## src/rtl/spike_dispatcher.sv

```systemverilog
// Spike dispatcher: walks a presynaptic spike frame lowest-index first,
// fetching one weight per set bit and handing it to the accumulator.
module spike_dispatcher #(
  parameter int N     = 256,
  parameter int WIDTH = 32,
  localparam int IDX_W = $clog2(N)
) (
  input  logic                    clk,
  input  logic                    reset,
  input  logic [N-1:0]            spike_vec,
  input  logic                    spike_valid,
  output logic                    spike_ready,
  output logic                    mem_rd_en,
  output logic [IDX_W-1:0]        mem_rd_addr,
  input  logic signed [WIDTH-1:0] mem_rd_data,
  output logic                    out_valid,
  input  logic                    out_ready,
  output logic [IDX_W-1:0]        out_idx,
  output logic signed [WIDTH-1:0] out_weight,
  output logic                    out_last,
  output logic                    frame_done,
  output logic [IDX_W:0]          spike_count
);

  typedef enum logic [2:0] {
    IDLE,
    SCAN,
    FETCH,
    SEND,
    DONE
  } state_e;

  state_e                  state_q, state_d;
  logic [N-1:0]            mask_q, mask_d;
  logic [IDX_W:0]          cnt_q, cnt_d;
  logic [IDX_W-1:0]        addr_q, addr_d;
  logic [IDX_W-1:0]        oidx_q, oidx_d;
  logic signed [WIDTH-1:0] wgt_q, wgt_d;
  logic                    valid_q, valid_d;
  logic                    last_q, last_d;
  logic [IDX_W-1:0]        low_idx;

  // Priority encoder: lowest set bit of the remaining mask
  always_comb begin
    low_idx = '0;
    for (int i = N - 1; i >= 0; i--) begin
      if (mask_q[i]) low_idx = IDX_W'(i);
    end
  end

  // Next-state and output decode
  always_comb begin
    state_d     = state_q;
    mask_d      = mask_q;
    cnt_d       = cnt_q;
    addr_d      = addr_q;
    oidx_d      = oidx_q;
    wgt_d       = wgt_q;
    valid_d     = valid_q;
    last_d      = last_q;
    spike_ready = 1'b0;
    mem_rd_en   = 1'b0;
    mem_rd_addr = addr_q;
    frame_done  = 1'b0;
    unique case (state_q)
      IDLE: begin
        spike_ready = 1'b1;
        if (spike_valid) begin
          mask_d  = spike_vec;
          cnt_d   = '0;
          state_d = SCAN;
        end
      end
      SCAN: begin
        if (mask_q == '0) begin
          state_d = DONE;
        end else begin
          mem_rd_en       = 1'b1;
          mem_rd_addr     = low_idx;
          addr_d          = low_idx;
          mask_d[low_idx] = 1'b0;
          state_d         = FETCH;
        end
      end
      FETCH: begin
        wgt_d   = mem_rd_data;
        oidx_d  = addr_q;
        valid_d = 1'b1;
        last_d  = (mask_q == '0);
        state_d = SEND;
      end
      SEND: begin
        if (out_ready) begin
          valid_d = 1'b0;
          last_d  = 1'b0;
          cnt_d   = cnt_q + 1'b1;
          state_d = SCAN;
        end
      end
      DONE: begin
        frame_done = 1'b1;
        state_d    = IDLE;
      end
      default: state_d = IDLE;
    endcase
  end

  // State and datapath registers
  always_ff @(posedge clk or negedge reset) begin
    if (!reset) begin
      state_q <= IDLE;
      mask_q  <= '0;
      cnt_q   <= '0;
      addr_q  <= '0;
      oidx_q  <= '0;
      wgt_q   <= '0;
      valid_q <= 1'b0;
      last_q  <= 1'b0;
    end else begin
      state_q <= state_d;
      mask_q  <= mask_d;
      cnt_q   <= cnt_d;
      addr_q  <= addr_d;
      oidx_q  <= oidx_d;
      wgt_q   <= wgt_d;
      valid_q <= valid_d;
      last_q  <= last_d;
    end
  end

  assign out_valid   = valid_q;
  assign out_last    = last_q;
  assign out_idx     = oidx_q;
  assign out_weight  = wgt_q;
  assign spike_count = cnt_q;

endmodule

```

## config.mk

```make
export PLATFORM = sky130hd
export DESIGN_NAME = spike_dispatcher
export DESIGN_NICKNAME = d
export VERILOG_FILES = /design/src/rtl/spike_dispatcher.sv
export SDC_FILE = /design/constraint.sdc
export NUM_CORES = 1
export LEC_CHECK = 0
export ABC_AREA = 1
export CAP_MARGIN = 40
export CELL_PAD_IN_SITES_DETAIL_PLACEMENT = 0
export CELL_PAD_IN_SITES_GLOBAL_PLACEMENT = 1
export CORE_MARGIN = 2
export CORE_UTILIZATION = 37
export DETAILED_ROUTE_END_ITERATION = 10
export DONT_BUFFER_PORTS = 1
export PLACE_DENSITY_LB_ADDON = 0.1
export SETUP_SLACK_MARGIN = 0.15
export SLEW_MARGIN = 5
export SYNTH_ARGS = -nofsm -noshare
export SYNTH_HDL_FRONTEND = slang
export SYNTH_SLANG_ARGS = --single-unit
```

## constraint.sdc

```tcl
create_clock -name clk -period 35.1 [get_ports clk]
set_clock_uncertainty 0.1 [all_clocks]
set_input_delay 3.51 -clock clk [delete_from_list [all_inputs] [get_ports clk]]
set_output_delay 3.51 -clock clk [all_outputs]
set_load 0.01 [all_outputs]
```

# [Word-level counts from Yosys, hierarchy flattened]
# Index checks and enable logic that the tools add are counted.
[word_totals] reg_bits=318 inputBits=292 out_inout_bits=62 elab_cells=307
[classes] add_sub_neg=1 order_cmp=2 eq_ne=7 muxes=277 bitwise_logic=2 reduce_logical=10
[ops] op="two-way mux 8 bit" count=258
[ops] op="two-way mux 256 bit" count=2
[ops] op="case mux 256 bit (2 select lines)" count=1
[ops] op="AND 256 bit" count=1
[ops] op="logical NOT 256 bit" count=1
[ops] op="inverter 256 bit" count=1
[ops] op="two-way mux 9 bit" count=2
[ops] op="case mux 9 bit (2 select lines)" count=1
[ops] op="case mux 3 bit (4 select lines)" count=1
[ops] op="adder 9 x 1 -> 9 bit (second input constant)" count=1
[ops] op="less-than comparator 8 x 9 -> 1 bit (second input constant)" count=1
[ops] op="two-way mux 3 bit" count=3
[ops] op="demux 1 bit (select 8 bit)" count=1
[ops] op="greater-or-equal comparator 8 x 1 -> 1 bit (second input constant)" count=1
[ops] op="equality test 3 x 2 -> 1 bit (second input constant)" count=2
[ops] op="two-way mux 1 bit" count=6
[ops] op="inequality test 2 bit (second input constant)" count=3
[ops] op="AND reduction 3 bit" count=2
[ops] op="nonzero test 2 bit" count=3
[ops] op="case mux 1 bit (2 select lines)" count=2
[ops] op="AND reduction 2 bit" count=2
[ops] op="equality test 3 x 1 -> 1 bit (second input constant)" count=1
[ops] op="equality test 3 bit (second input constant)" count=1
[ops] op="logical NOT 3 bit" count=1
[ops] op="logical AND 1 bit" count=1

# [Logic depth before layout (Yosys ltp)]
[logic_depth] depth_word=264 depth_mapped=260

# [Least setup slack after synthesis]
# OpenSTA, ideal clock, no wires.
[synth_timing] path_type="register to output" startpoint="register mask_q[254]" endpoint="output port mem_rd_addr[0]" arrival_time_ns=11.742 path_slack_ns=19.748 path_stages_with_launch=259 path_buffers=1 cell_sequence="dfrtp_1 inv_1 nand2_1 nand2_1 nand2_1 nand2_1 nand2_1 nand2_1 nand2_1 nand2_1 nand2_1 nand2_1 nand2_1 nand2_1 nand2_1 nand2_1 nand2_1 nand2_1 [223 not listed] nand2_1 nand2_1 nand2_1 nand2_1 nand2_1 nand2_1 nand2_1 nand2_1 nand2_1 nand2_1 nand2_1 nand2_1 nand2_2 nand2_1 nand2_4 nand2_4 buf_6 a21oi_1"
[synth_between] elab_chain_cells=257
[synth_rtl] element="start, declared" line_no="34" rtl="logic [N-1:0] mask_q, mask_d;"
[synth_rtl] element="start signal, assigned" line_no="121" rtl="mask_q <= mask_d;"
[synth_rtl] element="two-way mux 8 bit (255 in series)" line_no="47" rtl="if (mask_q[i]) low_idx = IDX_W'(i);"
[synth_rtl] element="two-way mux 8 bit (*)" line_no="75" rtl="if (mask_q == '0) begin"
[synth_rtl] element="two-way mux 8 bit (*)" line_no="65" rtl="unique case (state_q)"
[synth_rtl] element="end, declared" line_no="14" rtl="output logic [IDX_W-1:0] mem_rd_addr,"
# Every way passes the cells marked *; elsewhere a longest branch is shown, timed or not.

# [Final worst setup path]
# Ends and elaborated chain as after synthesis.

==> run summary <==
• 18,690 — number of global-route vias before repair
• 31.0% — share of total power in sequential cells
• 0 — Synth warnings
• 0 — total gr overflow
• 31 — number of unique standard cell types used by synthesis
• 40 — number of clock buffers inserted by TritonCTS
• 318 — clock sink count
• 237.5 um — Die Wd
• 76,400 um — detailed-route wire length
• 319 — largest net degree at the start of global routing
• 0.8482 — routability cong.
• 50.6% — share of total power in combinational logic
• 115,400 um — global-route wire length before repair
• 0 — number of buffers inserted to repair setup after CTS
• 0 — number of resized instances in the post-cts repair step
• 2.360 mW — Total Power Consumption
• 36 — critical path peak fanout
• 72.11 uV — Worst VDD drop
• 960.7 ps — slew at the pin closest to its max-slew limit
• 106.7 mW/mm2 — Power per Cell Area
• 9.703 nW — static leakage
• no — setup repair after global routing missed its margin
• 0 — Setup violations, final
• 0 — final-report max-slew violation count
• 6.976 um2 — Mean Syn Cell Area
• completed — outcome
• 18,050 ps — final critical path time including I/O delays and setup
• 3,184 — synthesized netlist net count
• 7.537% — layout cell share with drive strength beyond 1
• 1.215 mW — internal power
• 5 — number of iterations in the first detailed-routing pass
• reg -> reg — type of the tightest min-delay check
• 318 — register bit total from synthesis
• yes — clock tree from TritonCTS
• primary output — CP endpoint kind
• sky130_fd_sc_hd__dfrtp_1 — Critical-path top delay cell
• 85 — # rows
• 31,490 ps — required time of the critical path
• 0 — antenna-violating nets left
• 3,093 — number of nets in the layout
• 18.4% — portion of total power attributed to the clock network
• 35.95% — worst rel slew slack
• 0.02017 mm2 — Synth Cell Area
• 39.46% — post-synthesis sequential area ratio
• 237.5 um — die height
• 50,240 um — detailed placer's ending HPWL
• sky130_fd_sc_hd__nand2_1 — library cell with the highest instance count after synthesis
• 5.428 — drt via density
• 2 — antenna violations before repair
• 0 — DRC errors left
• reg -> out — Worst Path Class, Setup
• 354 — Boundary Pins
• 0 ps — post-route setup TNS
• 51.43% — Tcrit/Tclk final
• 14,440 ps — Arrival @ worst endpoint
• sky130_fd_sc_hd__nand2_1 — most frequent cell on the critical path
• 0.05639 mm2 — Die ar.
• 39.46% — post-synth top area share
• 37.48% — effective utilization at floorplan
• 55.40 MHz — maximum clock frequency
• sky130_fd_sc_hd__clkbuf_16 — Root Buffer
• 26.76% — GR Util All Layers
• 21.68 um — final routed wire length divided by cell count
• 2,891 — Synth Instances
• 9.716% — area overhead of the layout relative to synthesis
• 0 — MaxCap Viol Count
• 19,130 — via count of the routed design
• 570 ps — clock latency on the worst-skew pair
• flop — startpoint types
• 3 — clk buf depth
• 0 — final number of hold-violating endpoints
• sky130_fd_sc_hd__dfrtp_1 — main flop type after synthesis
• 48.53% — Net Sw Frac
• 0.05381 mm2 — core region area
• sky130_fd_sc_hd__dfrtp_1, sky130_fd_sc_hd__nand2_1, sky130_fd_sc_hd__a21oi_1 — most area-consuming cells after synthesis
• 100.0% — asr flop ratio synth
• sky130_fd_sc_hd__dfrtp_1 — top cell type by total area after synthesis
• 0 — IO Port Bufs
• 0 — number of enable-type register cells in the synthesized netlist
• sky130_fd_sc_hd__nand2_1, sky130_fd_sc_hd__nor2_1, sky130_fd_sc_hd__a21oi_1, sky130_fd_sc_hd__dfrtp_1, sky130_fd_sc_hd__inv_1 — Synth top cells by count
• 17,050 ps — minimum setup slack in the final design
• 2 — htree depth
• 400 ps — critical path's largest stage delay
• 0 — number of hold-repair buffers added at the cts stage
• 17,620 ps — pre-CTS setup slack
• 60 ps — Reg clk slew, reported paths
• 1.145 mW — switching power total
• 1,282 — DRT iter0 DRCs
==> registers in the layout, indices dropped and copies added, names as in the netlist <==
signal       flops
addr_q           8
mask_q         256
out_idx          8
out_last         1
out_valid        1
out_weight      32
spike_count      9
state_q          3
==> power groups by stage <==
stage	Clock, mW	Sequential (mW)	Combinational (mW)
2_1_floorplan	0	0.684	0.903
3_3_place_gp	0	0.728	1.15
3_5_place_dp	0	0.735	1.20
4_1_cts	0.445	0.730	1.20
5_1_grt	0.457	0.758	1.34
6_report	0.433	0.732	1.19
==> layer usage <==
metal	share of wire [%]	track usage, %	vias to the layer above
li1	-	-	9355
met1	46	37.53	9115
met2	45	42.49	557
met4	2.6	7.890	0
met3	6.0	4.367	101
met5	0	0	-
==> critical path: cells and delay by family (launching register included) <==
family          cells  cell delay (ps)
compound gates      1              350
flops               1              400
buf+inv             2              400
simple gates      255            12720
==> final timing paths <==
check                           slack [ps]  cells after the start             end        start
worst max-delay path                 17050                    258  mem_rd_addr[0]  mask_q[254]
worst min-delay path                   410                      1      out_idx[2]    addr_q[2]
worst max register to register       20750                    257     mask_q[139]  mask_q[254]
worst min register to register         410                      1      out_idx[2]    addr_q[2]
max in group asynchronous            31590                      0     mask_q[135]        reset
min in group asynchronous             2540                      0  out_weight[10]        reset
==> layout by cell type (no fill, tap or decap), types with 37 or more instances in the layout <==
cell                        count
sky130_fd_sc_hd__a22oi_1       64
sky130_fd_sc_hd__a21oi_1      402
sky130_fd_sc_hd__nand2_1      626
sky130_fd_sc_hd__o211ai_1      64
sky130_fd_sc_hd__nand4_1      131
sky130_fd_sc_hd__o21bai_1      70
sky130_fd_sc_hd__inv_1        312
sky130_fd_sc_hd__a21oi_2       59
sky130_fd_sc_hd__dfrtp_1      318
sky130_fd_sc_hd__nand3_1       73
sky130_fd_sc_hd__mux2_2        37
sky130_fd_sc_hd__clkbuf_16     42
sky130_fd_sc_hd__nor2_1       493
==> layout make-up <==
cell class,instances,area (um2)
diodes,2,5.005
fillers,5593,31690
clock buffers,58,1221
repair buffers,32,364.1
inverters,318,1206
well taps,696,870.8
multi-input cells,2090,10360
clock inverters,10,141.4
flip-flops and latches,318,7958
==> logic make-up after synthesis <==
| family | Yosys count | share of synthesized area [%] |
|---|---|---|
| AO/OA/AOI/OAI | 692 | 20.88 |
| buffers and inverters | 483 | 9.505 |
| flip-flops | 318 | 39.46 |
| AND/OR/NAND/NOR | 1359 | 27.99 |
| XOR/XNOR | 1 | 0.04344 |
| adder cells (fa/ha/maj) | 1 | 0.06203 |
| multiplexers | 37 | 2.066 |
==> per-stage QoR <==
step	utilization [%]	hold slack, ps	std cells	cell area (um2)
CTS	41.11	417.1	3522	22120
global route	41.12	436.9	3524	22130
detailed placement	38.57	394.7	3454	20760
floorplan	-	381.1	2891	20170
global placement	38.23	390.6	3444	20570
finish	41.12	412.5	3524	22130
Power figures use the tool's default switching activity.
